==> config.mk <==
export PLATFORM = sky130hd
export DESIGN_NAME = io_handshake_responder
export DESIGN_NICKNAME = d
export VERILOG_FILES = /design/src/rtl/io_pkg.sv /design/src/rtl/button_conditioner.sv /design/src/rtl/io_handshake_responder.sv
export SDC_FILE = /design/constraint.sdc
export NUM_CORES = 1
export LEC_CHECK = 0
export BUFFER_PORTS_ARGS = -buffer_cell sky130_fd_sc_hd__clkbuf_2
export CAP_MARGIN = 20
export CORE_MARGIN = 5
export CORE_UTILIZATION = 44
export CTS_CLUSTER_DIAMETER = 200
export DETAILED_ROUTE_END_ITERATION = 12
export HOLD_SLACK_MARGIN = 0.06
export PLACE_DENSITY = 0.74
export SETUP_SLACK_MARGIN = 0.4
export SYNTH_ARGS = -nofsm -noshare
export SYNTH_HDL_FRONTEND = slang
export SYNTH_SLANG_ARGS = --single-unit
==> constraint.sdc <==
create_clock -name clock -period 1.55 [get_ports clock]
set_input_delay 0.2325 -clock clock [delete_from_list [all_inputs] [get_ports clock]]
set_output_delay 0.2325 -clock clock [all_outputs]
set_load 0.03 [all_outputs]
==> src/rtl/io_pkg.sv <==
// Shared definitions for the user-I/O handshake responder: FSM state encoding
// and a width helper for the button debounce counters.
package io_pkg;

  typedef enum logic [1:0] {
    IO_IDLE     = 2'd0,
    IO_IN_WAIT  = 2'd1,
    IO_OUT_WAIT = 2'd2,
    IO_ACK      = 2'd3
  } io_state_t;

  // Bits needed to count 0 .. value-1; never less than one bit.
  function automatic int clog2(input int value);
    int width;
    width = 1;
    for (int i = 1; i < 31; i++) begin
      if ((1 << i) < value) width = i + 1;
    end
    return width;
  endfunction

endpackage

==> src/rtl/button_conditioner.sv <==
// Conditions one raw board push-button: 2-flop synchronizer, consecutive-cycle
// debounce and a one-cycle press pulse on the debounced rising edge.
module button_conditioner
  import io_pkg::*;
#(
  parameter int DEBOUNCE_CYCLES = 16
) (
  input  logic clock,
  input  logic reset,
  input  logic raw,
  output logic level,
  output logic press
);

  localparam int CNT_W = clog2(DEBOUNCE_CYCLES);
  localparam logic [CNT_W-1:0] CNT_LAST = CNT_W'(DEBOUNCE_CYCLES - 1);

  logic             sync_meta;
  logic             sync_level;
  logic             level_q;
  logic [CNT_W-1:0] count;

  // NOTE: every flop here is sequential state, so all assignments are
  // non-blocking; blocking ones would collapse the synchronizer into one stage.
  always_ff @(posedge clock) begin
    if (!reset) begin
      sync_meta  <= 1'b0;
      sync_level <= 1'b0;
      level      <= 1'b0;
      level_q    <= 1'b0;
      count      <= '0;
    end else begin
      sync_meta  <= raw;
      sync_level <= sync_meta;
      level_q    <= level;
      if (sync_level == level) begin
        count <= '0;
      end else if (count == CNT_LAST) begin
        level <= sync_level;
        count <= '0;
      end else begin
        count <= count + CNT_W'(1);
      end
    end
  end

  assign press = level & ~level_q;

endmodule

==> src/rtl/io_handshake_responder.sv <==
// Peripheral side of the control unit's user-I/O handshake: holds the request,
// latches switch or display data and returns exactly one acknowledge per request.
module io_handshake_responder
  import io_pkg::*;
#(
  parameter int DATA_WIDTH      = 32,
  parameter int SWITCH_WIDTH    = 16,
  parameter int DEBOUNCE_CYCLES = 16
) (
  input  logic                    clock,
  input  logic                    reset,
  input  logic                    is_input,
  input  logic                    is_output,
  input  logic [DATA_WIDTH-1:0]   cpu_data,
  input  logic [SWITCH_WIDTH-1:0] switches,
  input  logic                    confirm_raw,
  input  logic                    continue_raw,
  output logic [DATA_WIDTH-1:0]   input_data,
  output logic [DATA_WIDTH-1:0]   display_data,
  output logic                    confirmation,
  output logic                    continue_button,
  output logic                    waiting_user
);

  io_state_t               state;
  logic [SWITCH_WIDTH-1:0] switch_meta;
  logic [SWITCH_WIDTH-1:0] switch_sync;
  logic                    confirm_level;
  logic                    confirm_press;
  logic                    continue_level;
  logic                    continue_press;
  logic                    unused_levels;

  button_conditioner #(.DEBOUNCE_CYCLES(DEBOUNCE_CYCLES)) u_confirm (
    .clock (clock),
    .reset (reset),
    .raw   (confirm_raw),
    .level (confirm_level),
    .press (confirm_press)
  );

  button_conditioner #(.DEBOUNCE_CYCLES(DEBOUNCE_CYCLES)) u_continue (
    .clock (clock),
    .reset (reset),
    .raw   (continue_raw),
    .level (continue_level),
    .press (continue_press)
  );

  // Debounced levels are only needed by integrators that drive button LEDs.
  assign unused_levels = confirm_level ^ continue_level;

  // Switches are slow levels; synchronizing is enough, no debounce.
  always_ff @(posedge clock) begin
    if (!reset) begin
      switch_meta <= '0;
      switch_sync <= '0;
    end else begin
      switch_meta <= switches;
      switch_sync <= switch_meta;
    end
  end

  always_ff @(posedge clock) begin
    if (!reset) begin
      state           <= IO_IDLE;
      input_data      <= '0;
      display_data    <= '0;
      confirmation    <= 1'b0;
      continue_button <= 1'b0;
      waiting_user    <= 1'b0;
    end else begin
      confirmation    <= 1'b0;
      continue_button <= 1'b0;
      case (state)
        IO_IDLE: begin
          // Presses arriving here are dropped: only a WAIT state consumes them.
          if (is_input) begin
            state        <= IO_IN_WAIT;
            waiting_user <= 1'b1;
          end else if (is_output) begin
            state        <= IO_OUT_WAIT;
            display_data <= cpu_data;
            waiting_user <= 1'b1;
          end
        end
        IO_IN_WAIT: begin
          if (confirm_press) begin
            input_data   <= DATA_WIDTH'(switch_sync);
            confirmation <= 1'b1;
            state        <= IO_ACK;
            waiting_user <= 1'b0;
          end else if (!is_input) begin
            state        <= IO_IDLE;
            waiting_user <= 1'b0;
          end
        end
        IO_OUT_WAIT: begin
          if (continue_press) begin
            continue_button <= 1'b1;
            state           <= IO_ACK;
            waiting_user    <= 1'b0;
          end else if (!is_output) begin
            state        <= IO_IDLE;
            waiting_user <= 1'b0;
          end
        end
        IO_ACK: begin
          // Hold here until control drops its request so it is acked only once.
          if (!is_input && !is_output) state <= IO_IDLE;
        end
        default: begin
          state        <= IO_IDLE;
          waiting_user <= 1'b0;
        end
      endcase
    end
  end

endmodule

==> impl_metrics.sql <==
INSERT INTO impl_metrics (metric_group, metric, value, unit) VALUES
('clock_tree', 'clk-insertion-delay-late', '0.36', 'ns'),
('global_route', 'grt_remaining_overflow', '0', ''),
('floorplanning', 'core_area', '8130', 'um^2'),
('clock_tree', 'clock_tree_from_tritoncts', 'done', ''),
('critical_path', 'critical_path_arrival', '1.83', 'ns'),
('floorplanning', 'die_area', '10200', 'um^2'),
('synthesis', 'post_synth_inst_count', '382', ''),
('layout', 'drive_gt1_frac', '0.547', ''),
('sta', 'grt_setup_unrepaired', 'true', ''),
('critical_path', 'crit_required', '1.84', 'ns'),
('layout', 'layout.nets', '581', ''),
('routing', 'finalWirelength', '9750', 'um'),
('synthesis', 'netlist.top_cell.by_area', 'sky130_fd_sc_hd__dfxtp_1', ''),
('sta', 'finalSetupViolCount', '0', ''),
('routing', 'detailroute.via_count', '2978', ''),
('floorplanning', 'dieWidth', '101', 'um'),
('critical_path', 'timing.critical_path.slowest_cell_delay', '0.38', 'ns'),
('synthesis', 'synth_top_cell_area_share', '0.557', ''),
('synthesis', 'sequential_fraction_of_the_synthesis_area', '0.557', ''),
('routing', 'ant_nets', '0', ''),
('sta', 'finClkSkew', '0.0116', 'ns'),
('synthesis', 'netlist_top_cells_count', '101 x sky130_fd_sc_hd__dfxtp_1, 101 x sky130_fd_sc_hd__nand2_1, 40 x sky130_fd_sc_hd__and2_1', ''),
('critical_path', 'crit_path_start_kind', 'flop', ''),
('global_route', 'antenna_found_initial', '0', ''),
('routing', 'drt_drc_violations_left', '0', ''),
('pwr', 'total_power', '6.87', 'mW'),
('critical_path', 'worst_setup_path_end_kind', 'flop', ''),
('sta', 'finalCritPeriodShare', '0.991', ''),
('routing', 'detailed_routing_iterations_pass_1', '4', ''),
('routing', 'drt_first_iter_violations', '46', ''),
('pwr', 'power.density_cell_area', '1190', 'nW/um^2'),
('layout', 'diodes', '0', ''),
('critical_path', 'critical_path_class', 'reg -> reg', ''),
('clock_tree', 'ctsLongestPathBuffers', '2', ''),
('pwr', 'ir_worst_vdd', '609', 'uV'),
('flow_run', 'cap_violations', '0', ''),
('floorplanning', 'fp-row-count', '33', ''),
('synthesis', 'share_of_flip_flops_with_an_asynchronous_set_or_reset_after_synthesis', '0', ''),
('sta', 'timing_max_transition_violations_final', '0', ''),
('critical_path', 'cp_top_family', 'simple AND/OR/NAND/NOR gates', ''),
('layout', 'area_growth_syn_to_layout', '59.0', '%'),
('min_path', 'type_of_the_worst_min_delay_path', 'in -> reg', ''),
('floorplanning', 'fp.dieH', '101', 'um'),
('placement', 'port-buffer-count', '104', ''),
('global_route', 'wire_length_of_the_first_global_routing_pass', '13500', 'um'),
('sta', 'fmax', '651', 'MHz'),
('sta', 'min_clock_period_post_route', '1.54', 'ns'),
('synthesis', 'ys_seq_elements', '101', ''),
('global_route', 'globalRouteTotalUtil', '0.168', ''),
('critical_path', 'path_cells', 'inv_4, ha_4, nor2b_4, and2_4, buf_6, buf_16, nand2_2, a21boi_2', ''),
('clock_tree', 'clock_tree.htree_level_count', '3', ''),
('global_route', 'grt_start_max_net_pins', '41', ''),
('synthesis', 'ys_top_cells_by_area', 'sky130_fd_sc_hd__dfxtp_1 56%, sky130_fd_sc_hd__nand2_1 10%, sky130_fd_sc_hd__and2_1 6.9%', ''),
('floorplanning', 'effective_utilization_at_floorplan', '0.446', ''),
('critical_path', 'highest_delay_cell_along_the_critical_path', 'sky130_fd_sc_hd__dfxtp_4', ''),
('synthesis', 'netlist-cell-type-count', '32', ''),
('routing', 'detail_route.vias_per_cell', '4.73', ''),
('routing', 'routedWlPerCell', '15.5', 'um'),
('clock_tree', 'cts.sinks', '101', ''),
('critical_path', 'crit_buf_inv', '3', ''),
('global_route', 'grt_pass1_vias', '2865', ''),
('synthesis', 'dominantRegCellSynth', 'sky130_fd_sc_hd__dfxtp_1', ''),
('pwr', 'static-leakage-power', '2.64', 'nW'),
('synthesis', 'yosys_warnings', '0', ''),
('synthesis', 'synthesis.area', '3630', 'um^2'),
('clock_tree', 'cts_buffers', '9', ''),
('layout', 'stdcell_count', '630', ''),
('floorplanning', 'top_level_ports', '121', ''),
('placement', 'routabilityCongestion', '0.803', ''),
('sta', 'timing_hold_violations_final', '0', ''),
('clock_tree', 'cts-root-buf', 'sky130_fd_sc_hd__clkbuf_8', ''),
('synthesis', 'synth_edf_count', '0', ''),
('placement', 'detailed_place_hpwl', '5170', 'um'),
('synthesis', 'syn_avg_cell_area', '9.50', 'um^2'),
('placement', 'place.detailed.instances', '577', ''),
('critical_path', 'timing.critical_path.fanout_max', '8', ''),
('clock_tree', 'cts.reportedPaths.clkPinSlew', '0.10', 'ns'),
('status', 'outcome', 'complete, no violations', '');
## routing by layer
| layer | track usage | vias to the layer above | wire length [um] |
|---|---|---|---|
| li1 | - | 1473 | - |
| met1 | 0.191 | 1380 | 3630 |
| met2 | 0.299 | 104 | 5260 |
| met3 | 0.0450 | 21 | 599 |
| met4 | 0.0611 | 0 | 259 |
| met5 | 0 | - | 0 |
## report_power, final
group | internal [mW] | leakage, nW | switching [mW]
Sequential | 2.80 | 0.843 | 0.154
Clock | 0.630 | 0.0964 | 0.958
Combinational | 1.14 | 1.70 | 1.18
## cell families (layout without fill, tap and decap cells)
family	after synthesis	in the layout	synth area share
DFF	101	101	0.557
buffers and inverters	41	169	0.0614
muxes	2	2	0.00552
adders and majority gates	7	7	0.0241
other	1	16	0.00103
and+or+nand+nor	166	166	0.213
AOI/OAI and AO/OA	58	58	0.123
xor gates and xnor gates	6	6	0.0145
## path summary, 6_finish.rpt
kind	startpoint	end	slack, ns	cells past startpoint
max reg2reg	state[0]$_SDFFE_PN0P_	display_data[10]$_SDFFE_PN0P_	0.01	8
min	switches[4]	switch_meta[4]$_SDFF_PN0_	0.08	2
max	state[0]$_SDFFE_PN0P_	display_data[10]$_SDFFE_PN0P_	0.01	8
min reg2reg	switch_sync[2]$_SDFF_PN0_	input_data[2]$_SDFFE_PN0P_	0.43	2
## repair_timing
item,in CTS,in global routing
hold buffers,12,0
endpoints found under the setup margin,96,97
endpoints found under the hold margin,12,0
gates resized for setup,93,214
cloned,8,0
pin swaps,12,49
buffers inserted,6,11
## cell usage in the layout, fill, tap and decap left out, types with 11 or more instances in the layout
cell	count
sky130_fd_sc_hd__buf_4	40
sky130_fd_sc_hd__conb_1	16
sky130_fd_sc_hd__and2_1	38
sky130_fd_sc_hd__clkbuf_2	53
sky130_fd_sc_hd__dfxtp_2	32
sky130_fd_sc_hd__nand2_1	41
sky130_fd_sc_hd__nand2_4	41
sky130_fd_sc_hd__nand2_2	18
sky130_fd_sc_hd__a21boi_1	18
sky130_fd_sc_hd__dfxtp_1	65
sky130_fd_sc_hd__a21boi_2	24
sky130_fd_sc_hd__dlygate4sd3_1	12
sky130_fd_sc_hd__clkbuf_8	26
sky130_fd_sc_hd__buf_6	11
## registers in the layout (all words and copies together), names as in the netlist, 2 cells and up
name,count
input_data,16
switch_meta,16
u_confirm.count,4
state,2
u_continue.count,4
display_data,32
switch_sync,16
## area by class of cell
cell class                 instances  area [um^2]
fill                             549         2360
sequential                       101         2080
multi-input combinational        255         1950
timing repair buffer             148         1390
tap                              105          131
clock buffer                       9          124
clock inverter                     7         75.1
inverter                           5         21.3
## worst reg2reg max path, cell delays in order, from the launching register on
cell                       delay (ns)
sky130_fd_sc_hd__dfxtp_4         0.38
sky130_fd_sc_hd__inv_4           0.08
sky130_fd_sc_hd__ha_4            0.14
sky130_fd_sc_hd__nor2b_4         0.16
sky130_fd_sc_hd__and2_4          0.21
sky130_fd_sc_hd__buf_6           0.12
sky130_fd_sc_hd__buf_16          0.15
sky130_fd_sc_hd__nand2_2         0.09
sky130_fd_sc_hd__a21boi_2        0.16
## through the flow
step           hold slack (ns)  setup WS [ns]  area [um^2]  TNS [ns]  utilization
2_1_floorplan            0.360          0.138         3760         0            -
3_3_place_gp             0.414          0.104         4250         0        0.523
3_5_place_dp             0.417         0.0167         4250         0        0.523
4_1_cts                 0.0614         0.0490         5120         0        0.630
5_1_grt                 0.0621        -0.0291         5770   -0.0892        0.709
6_report                0.0785         0.0140         5770         0        0.709
(Power assumes the default switching activity.)
